**src/rtl/ahb3lite_sram_arb2.sv**
```systemverilog
// ahb3lite_sram_arb2: two AHB3-Lite slave ports sharing one single-port SRAM
// through a round-robin arbiter that issues at most one memory operation per cycle.
module ahb3lite_sram_arb2 #(
    parameter int MEM_DEPTH  = 256,
    parameter int HADDR_SIZE = 8,
    parameter int HDATA_SIZE = 32,
    localparam int MEM_ABITS     = $clog2(MEM_DEPTH),
    localparam int BE_SIZE       = HDATA_SIZE / 8,
    localparam int MEM_ABITS_LSB = $clog2(BE_SIZE)
) (
    input  logic                  HCLK,
    input  logic                  HRESET,
    input  logic                  HSEL0,
    input  logic [HADDR_SIZE-1:0] HADDR0,
    input  logic [HDATA_SIZE-1:0] HWDATA0,
    output logic [HDATA_SIZE-1:0] HRDATA0,
    input  logic                  HWRITE0,
    input  logic [2:0]            HSIZE0,
    input  logic [1:0]            HTRANS0,
    input  logic                  HREADY0,
    output logic                  HREADYOUT0,
    output logic                  HRESP0,
    input  logic                  HSEL1,
    input  logic [HADDR_SIZE-1:0] HADDR1,
    input  logic [HDATA_SIZE-1:0] HWDATA1,
    output logic [HDATA_SIZE-1:0] HRDATA1,
    input  logic                  HWRITE1,
    input  logic [2:0]            HSIZE1,
    input  logic [1:0]            HTRANS1,
    input  logic                  HREADY1,
    output logic                  HREADYOUT1,
    output logic                  HRESP1,
    output logic [MEM_ABITS-1:0]  mem_addr_o,
    output logic                  mem_re_o,
    output logic                  mem_we_o,
    output logic [BE_SIZE-1:0]    mem_be_o,
    output logic [HDATA_SIZE-1:0] mem_din_o,
    input  logic [HDATA_SIZE-1:0] mem_dout_i
);
    localparam logic [1:0] IDLE   = 2'd0;
    localparam logic [1:0] PEND   = 2'd1;
    localparam logic [1:0] RDWAIT = 2'd2;
    localparam logic [1:0] NONSEQ = 2'b10;
    localparam logic [1:0] SEQ    = 2'b11;

    function automatic logic [BE_SIZE-1:0] be_of(input logic [2:0] sz, input logic [HADDR_SIZE-1:0] a);
        logic [BE_SIZE-1:0] m;
        for (int i = 0; i < BE_SIZE; i++) m[i] = i < (1 << sz);
        return m << a[MEM_ABITS_LSB-1:0];
    endfunction

    logic [HADDR_SIZE-1:0] haddr [2];
    logic [2:0]            hsize [2];
    logic [1:0]            hwrite;
    logic [1:0]            cap, req, gnt, hrdy, take, wr_q;
    logic [1:0]            st [2];
    logic [1:0]            nxt [2];
    logic [MEM_ABITS-1:0]  addr_q [2];
    logic [BE_SIZE-1:0]    be_q [2];
    logic                  last_grant, gsel;

    assign haddr[0] = HADDR0;
    assign haddr[1] = HADDR1;
    assign hsize[0] = HSIZE0;
    assign hsize[1] = HSIZE1;
    assign hwrite   = {HWRITE1, HWRITE0};
    assign cap[0]   = HSEL0 && HREADY0 && (HTRANS0 inside {NONSEQ, SEQ});
    assign cap[1]   = HSEL1 && HREADY1 && (HTRANS1 inside {NONSEQ, SEQ});

    // A tie goes to the port that was not granted last; reset blocks all grants.
    assign req    = {st[1] == PEND, st[0] == PEND};
    assign gnt[0] = !HRESET && req[0] && (!req[1] || last_grant);
    assign gnt[1] = !HRESET && req[1] && (!req[0] || !last_grant);
    assign gsel   = gnt[1];

    always_comb begin
        for (int i = 0; i < 2; i++) begin
            hrdy[i] = st[i] != PEND || (gnt[i] && wr_q[i]);
            take[i] = cap[i] && hrdy[i];
            nxt[i]  = st[i] == PEND && !gnt[i]  ? PEND :
                      st[i] == PEND && !wr_q[i] ? RDWAIT :
                      take[i]                   ? PEND : IDLE;
        end
    end

    always_ff @(posedge HCLK) begin
        if (HRESET) begin
            st[0]      <= IDLE;
            st[1]      <= IDLE;
            last_grant <= 1'b1;
        end else begin
            st <= nxt;
            if (|gnt) last_grant <= gnt[1];
        end
    end

    always_ff @(posedge HCLK) begin
        for (int i = 0; i < 2; i++) begin
            if (take[i]) begin
                wr_q[i]   <= hwrite[i];
                addr_q[i] <= MEM_ABITS'(haddr[i] >> MEM_ABITS_LSB);
                be_q[i]   <= be_of(hsize[i], haddr[i]);
            end
        end
    end

    assign mem_we_o   = |gnt && wr_q[gsel];
    assign mem_re_o   = |gnt && !wr_q[gsel];
    assign mem_addr_o = addr_q[gsel];
    assign mem_be_o   = be_q[gsel];
    assign mem_din_o  = gsel ? HWDATA1 : HWDATA0;

    assign HREADYOUT0 = hrdy[0];
    assign HREADYOUT1 = hrdy[1];
    assign HRDATA0    = mem_dout_i;
    assign HRDATA1    = mem_dout_i;
    assign HRESP0     = 1'b0;
    assign HRESP1     = 1'b0;
endmodule

```
**config.mk**
```make
export PLATFORM = sky130hd
export DESIGN_NAME = ahb3lite_sram_arb2
export DESIGN_NICKNAME = d
export VERILOG_FILES = /design/src/rtl/ahb3lite_sram_arb2.sv
export SDC_FILE = /design/constraint.sdc
export NUM_CORES = 1
export LEC_CHECK = 0
export BUFFER_PORTS_ARGS = -buffer_cell sky130_fd_sc_hd__buf_2
export CAP_MARGIN = 20
export CORE_ASPECT_RATIO = 0.75
export CORE_MARGIN = 4
export CORE_UTILIZATION = 30
export DETAILED_ROUTE_END_ITERATION = 8
export MAX_ROUTING_LAYER = met4
export PLACE_DENSITY = 0.72
export SLEW_MARGIN = 20
export SYNTH_ARGS = -nofsm -noshare
export SYNTH_HDL_FRONTEND = slang
export SYNTH_SLANG_ARGS = --single-unit
```
**constraint.sdc**
```tcl
create_clock -name HCLK -period 2.34 [get_ports HCLK]
set_input_delay 0.117 -clock HCLK [delete_from_list [all_inputs] [get_ports HCLK]]
set_output_delay 0.117 -clock HCLK [all_outputs]
set_load 0.01 [all_outputs]
```
[After elaboration in Yosys (flattened, before gate mapping)]
Memories as Yosys holds them, arrays and structs flattened.
Cells that the tools add are included.
Storage, ports and cells
  bits in registers: 7
  RAM bits: 20
  input bits: 130
  logic and storage cells: 79
  memories: 2
Operators by class
  order comparisons: 9
  equality and inequality tests: 8
  shift operators: 4
  multiplexer cells: 13
  reduce and logical (&&, ||, !) cells: 36
Memory list
  addr_q: depth 2, width 6, read ports 1, clocked after memory_dff 0, wr ports 2, RTL line 58  | logic [MEM_ABITS-1:0] addr_q [2];
  be_q: depth 2, width 4, read ports 1, clocked after memory_dff 0, wr ports 2, RTL line 59  | logic [BE_SIZE-1:0] be_q [2];
Operator list (number)
  3-bit by 32-bit < comparator with 1-bit output, first input constant: 4
  1-bit by 32-bit < comparator with 1-bit output, first input constant: 2
  2-bit by 32-bit < comparator with 1-bit output, first input constant: 2
  1-bit by 3-bit left shift with 32-bit output, first input constant: 2
  32-bit 2-to-1 mux: 1
  1-bit logical AND: 18
  1-bit 2-to-1 mux: 10
  1-bit zero test: 9
  2-bit equality test, second input constant: 4
  4-bit by 2-bit left shift with 4-bit output: 2
  2-bit OR reduction: 3
  2-bit by 1-bit equality test with 1-bit output, second input constant: 2
  1-bit logical OR: 4
  2-bit 2-to-1 mux: 2
  2-bit by 1-bit inequality test with 1-bit output, second input constant: 2
  2-bit nonzero test: 2
  1-bit by 2-bit < comparator with 1-bit output, second input constant: 1

[Depth between registers and ports, before layout]
  depth after elaboration: 10
  gate-level depth with buffers: 4
  mapped depth without buffers: 3

[Least setup slack after synthesis]
No wires, ideal clock.
  kind: reg2reg
  start: register st[1] in the netlist's numbering
  end: memory addr_q[0][0] in the netlist's numbering, enable pin
  setup time: 0.380 ns
  data arrival time: 1.352 ns
  setup slack: 0.608 ns
  cell stages (with the launch flop): 4
  path buffers: 0
  clock period less this slack: 1.732 ns
  cell sequence: dfxtp_1 -> nor3b_2 -> o21bai_1 -> nor2b_1
RTL lines
  from (decl): RTL line 56  | logic [1:0] st [2];
  from (signal assigned): RTL line 92  | st <= nxt;
  to (decl): RTL line 58

[Worst setup path after layout]
  start: register last_grant
  end: output port mem_din_o[31]
Between the ends
  cells in the longest elaborated chain, start to end: 4
RTL lines
  from (decl): RTL line 60  | logic last_grant, gsel;
  from (signal assigned): RTL line 93  | if (|gnt) last_grant <= gnt[1];
  1-bit zero test: RTL line 73  | assign gnt[1] = !HRESET && req[1] && (!req[0] || !last_grant);
  1-bit logical OR: RTL line 73
  1-bit logical AND: RTL line 73
  32-bit 2-to-1 mux: RTL line 111  | assign mem_din_o = gsel ? HWDATA1 : HWDATA0;
  to (decl): RTL line 37  | output logic [HDATA_SIZE-1:0] mem_din_o,
Every way passes these cells.

==> metrics.md <==
| Metric | Value |
|---|---|
| Library cells used by synthesis | 28 |
| Cell family with most CP delay | simple AND/OR/NAND/NOR gates |
| Routed WL per cell | about 15 um |
| DRC viols | 0 |
| Worst Setup Slack, final | about 410 ps |
| GRT Total Usage | a little over a tenth |
| IO buf count | about 140 |
| Worst vdd ir | between 0.2 and 0.3 mV |
| # nets final | 400 |
| H-tree levels | 1 |
| Mapped cell area | about 2200 um2 |
| Final setup fails | 0 |
| Worst-Skew Late Latency | around 270 ps |
| Largest net degree at the start of global routing | 31 |
| Final period util | 82.3% |
| Die Ht | 82.6 um |
| Crit path largest cell delay | 380 ps |
| Hold crit path type | primary input to register |
| CTS tree | yes |
| Crit path buffers/inverters | 2 |
| Clk buf depth | 2 |
| WL final | approximately 5400 um |
| GP Congestion | roughly 0.73 |
| GR Overflow Total | 0 |
| Antenna Nets Post-Route | 0 |
| Most used DFF post-synth | edfxtp_1 |
| Worst Skew | about 7 ps |
| Lkg Pwr | approximately 0.0013 uW |
| Most common cell after layout, fill and taps aside | buf_2 |
| Fin. Hold Viols | 0 |
| Ys async rst share | 0% |
| P&R area growth vs syn | 17.6% |
| CP endpoint kind | output pin |
| Crit-path slowest cell | dfxtp_1 |
| Clk root buf | clkbuf_8 |
| Drt pass-1 iters | 4 |
| Post-place setup slack | approximately 720 ps |
| Worst Setup Start Kind | register |
| HPWL Detailed | around 4500 um |
| Vias in the first global route | between 1,500 and 2,000 |
| Status | finished clean |
| Setup Crit Path Kind | register to output pin |
| Setup bufs post-CTS | 0 |
| Multi-input logic area | 911 um2 |
| Routed vias | between 1,500 and 2,000 |
| Top-Level Pins | approximately 240 |
| CTS buffer count | 3 |
| Ys Warns | 0 |
| Initial antenna violation count | 0 |
| Arrival @ worst endpoint | 1810 ps |
| Chip Width | 107 um |
| Worst Path Max Fanout | 30 |
| Sequential element share of the synthesized area | around a third |
| Max Cap Viol | 0 |
| Core area | approximately 7000 um2 |
| Commonest non-fill, non-tap cells in the layout | 141 x buf_2, 39 x mux2_4, 22 x edfxtp_1 |
| Synthesized flop and latch total | 27 |
| Storage cell area | between 700 and 800 um2 |
| Reg-to-reg slack, setup | 820 ps |
| Antenna cells | 0 |
| Clock Sinks | 27 |
| RSZ-0062 raised after global routing | false |
| Die area | 8870 um2 |
| Layout cells sized above 1 | roughly 72% |
| Mean Syn Cell Area | about 12 um2 |
| Final Max Slew Viols | 0 |
| Setup TNS | 0 ps |
| Clk pin slew, worst setup/hold paths | approximately 100 ps |
| Layout fillers | around 700 |
| Number of synthesized flops with an enable pin | 22 |
| First-pass GRT wire length | between 7000 and 8000 um |
| Rows | 26 |
| Fmax achieved | about 0.52 GHz |
| Worst EP required | 2220 ps |
| Initial core utilization | around a third |
| Clock period minus worst slack | 1930 ps |
| Number of DRC markers in iteration 0 | 96 |
| PwrDens | around 410 nW/um2 |
| Syn Inst Count | between 150 and 200 |
| Via density | 4.39 |
| Crit-path cells | nand3b_1 -> nand3b_4 -> buf_12 -> mux2_2 -> buf_2 |
-- worst paths after layout --
path	start	end	cells past startpoint
worst min register to register	wr_q[1]	st[1]	1
worst max register to register	st[1]	addr_q[0][1]	4
worst min-delay path	HADDR0[2]	addr_q[0][0]	1
worst max-delay path	last_grant	mem_din_o[31]	5
-- logic make-up after synthesis --
logic type      Yosys count  synth area share, %
compound gates           16                 4.56
buf+inv                  74                 25.3
flops                    27                 34.2
mux                      42                 27.9
other cells               1                0.169
simple gates             28                 7.88
-- metal layers --
metal / share of wire [%] / track usage (%)
met4: 0.34 / 1.89
met3: 15 / 5.44
met2: 47 / 17.8
met5: 0 / -
met1: 37 / 11.6
-- what timing repair did --
action                                 4_1_cts  5_1_grt
endpoints found under the hold margin        0        2
gates resized for setup                      0        0
hold buffers                                 0        2
-- Yosys cell counts, drive strengths merged (3+ instances only) --
master  number  area (um2)
a21oi        8        40.0
buf         72         556
dfxtp        5         100
edfxtp      22         661
mux2        42         619
nand2        4        15.0
nand2b       3        18.8
nand3        3        15.0
nand3b       3        35.0
nor2         8        30.0
-- through the flow --
stage | total power [uW] | hold WS, ps | cells | util, % | cell area (um2)
floorplan | 787 | 216 | 191 | - | 2230
global placement | 800 | 234 | 361 | 36.4 | 2550
detailed placement | 806 | 234 | 361 | 36.4 | 2550
CTS | 1080 | 9.37 | 365 | 37.1 | 2590
global route | 1120 | 0.873 | 367 | 37.4 | 2620
finish | 1060 | 18.0 | 367 | 37.4 | 2620
-- final cells by class --
class                           instances  area share, %
Multi-Input combinational cell         90           34.8
Sequential cell                        27           29.1
Timing Repair Buffer                  147           29.4
Inverter                                1          0.144
Tap cell                               98           4.69
Clock buffer                            3           1.58
Clock inverter                          1          0.287
-- registers in the layout, summed over array words and instances, names as in the netlist --
signal,cells
addr_q,12
last_grant,1
st,4
be_q,8
wr_q,2
-- report_power, final --
group	total, uW	internal [uW]	switching (uW)
Sequential	539	534	4.91
Clock	265	121	145
Combinational	257	151	105
Total	1060	806	255
No activity file was read; power rests on OpenSTA's default activity.
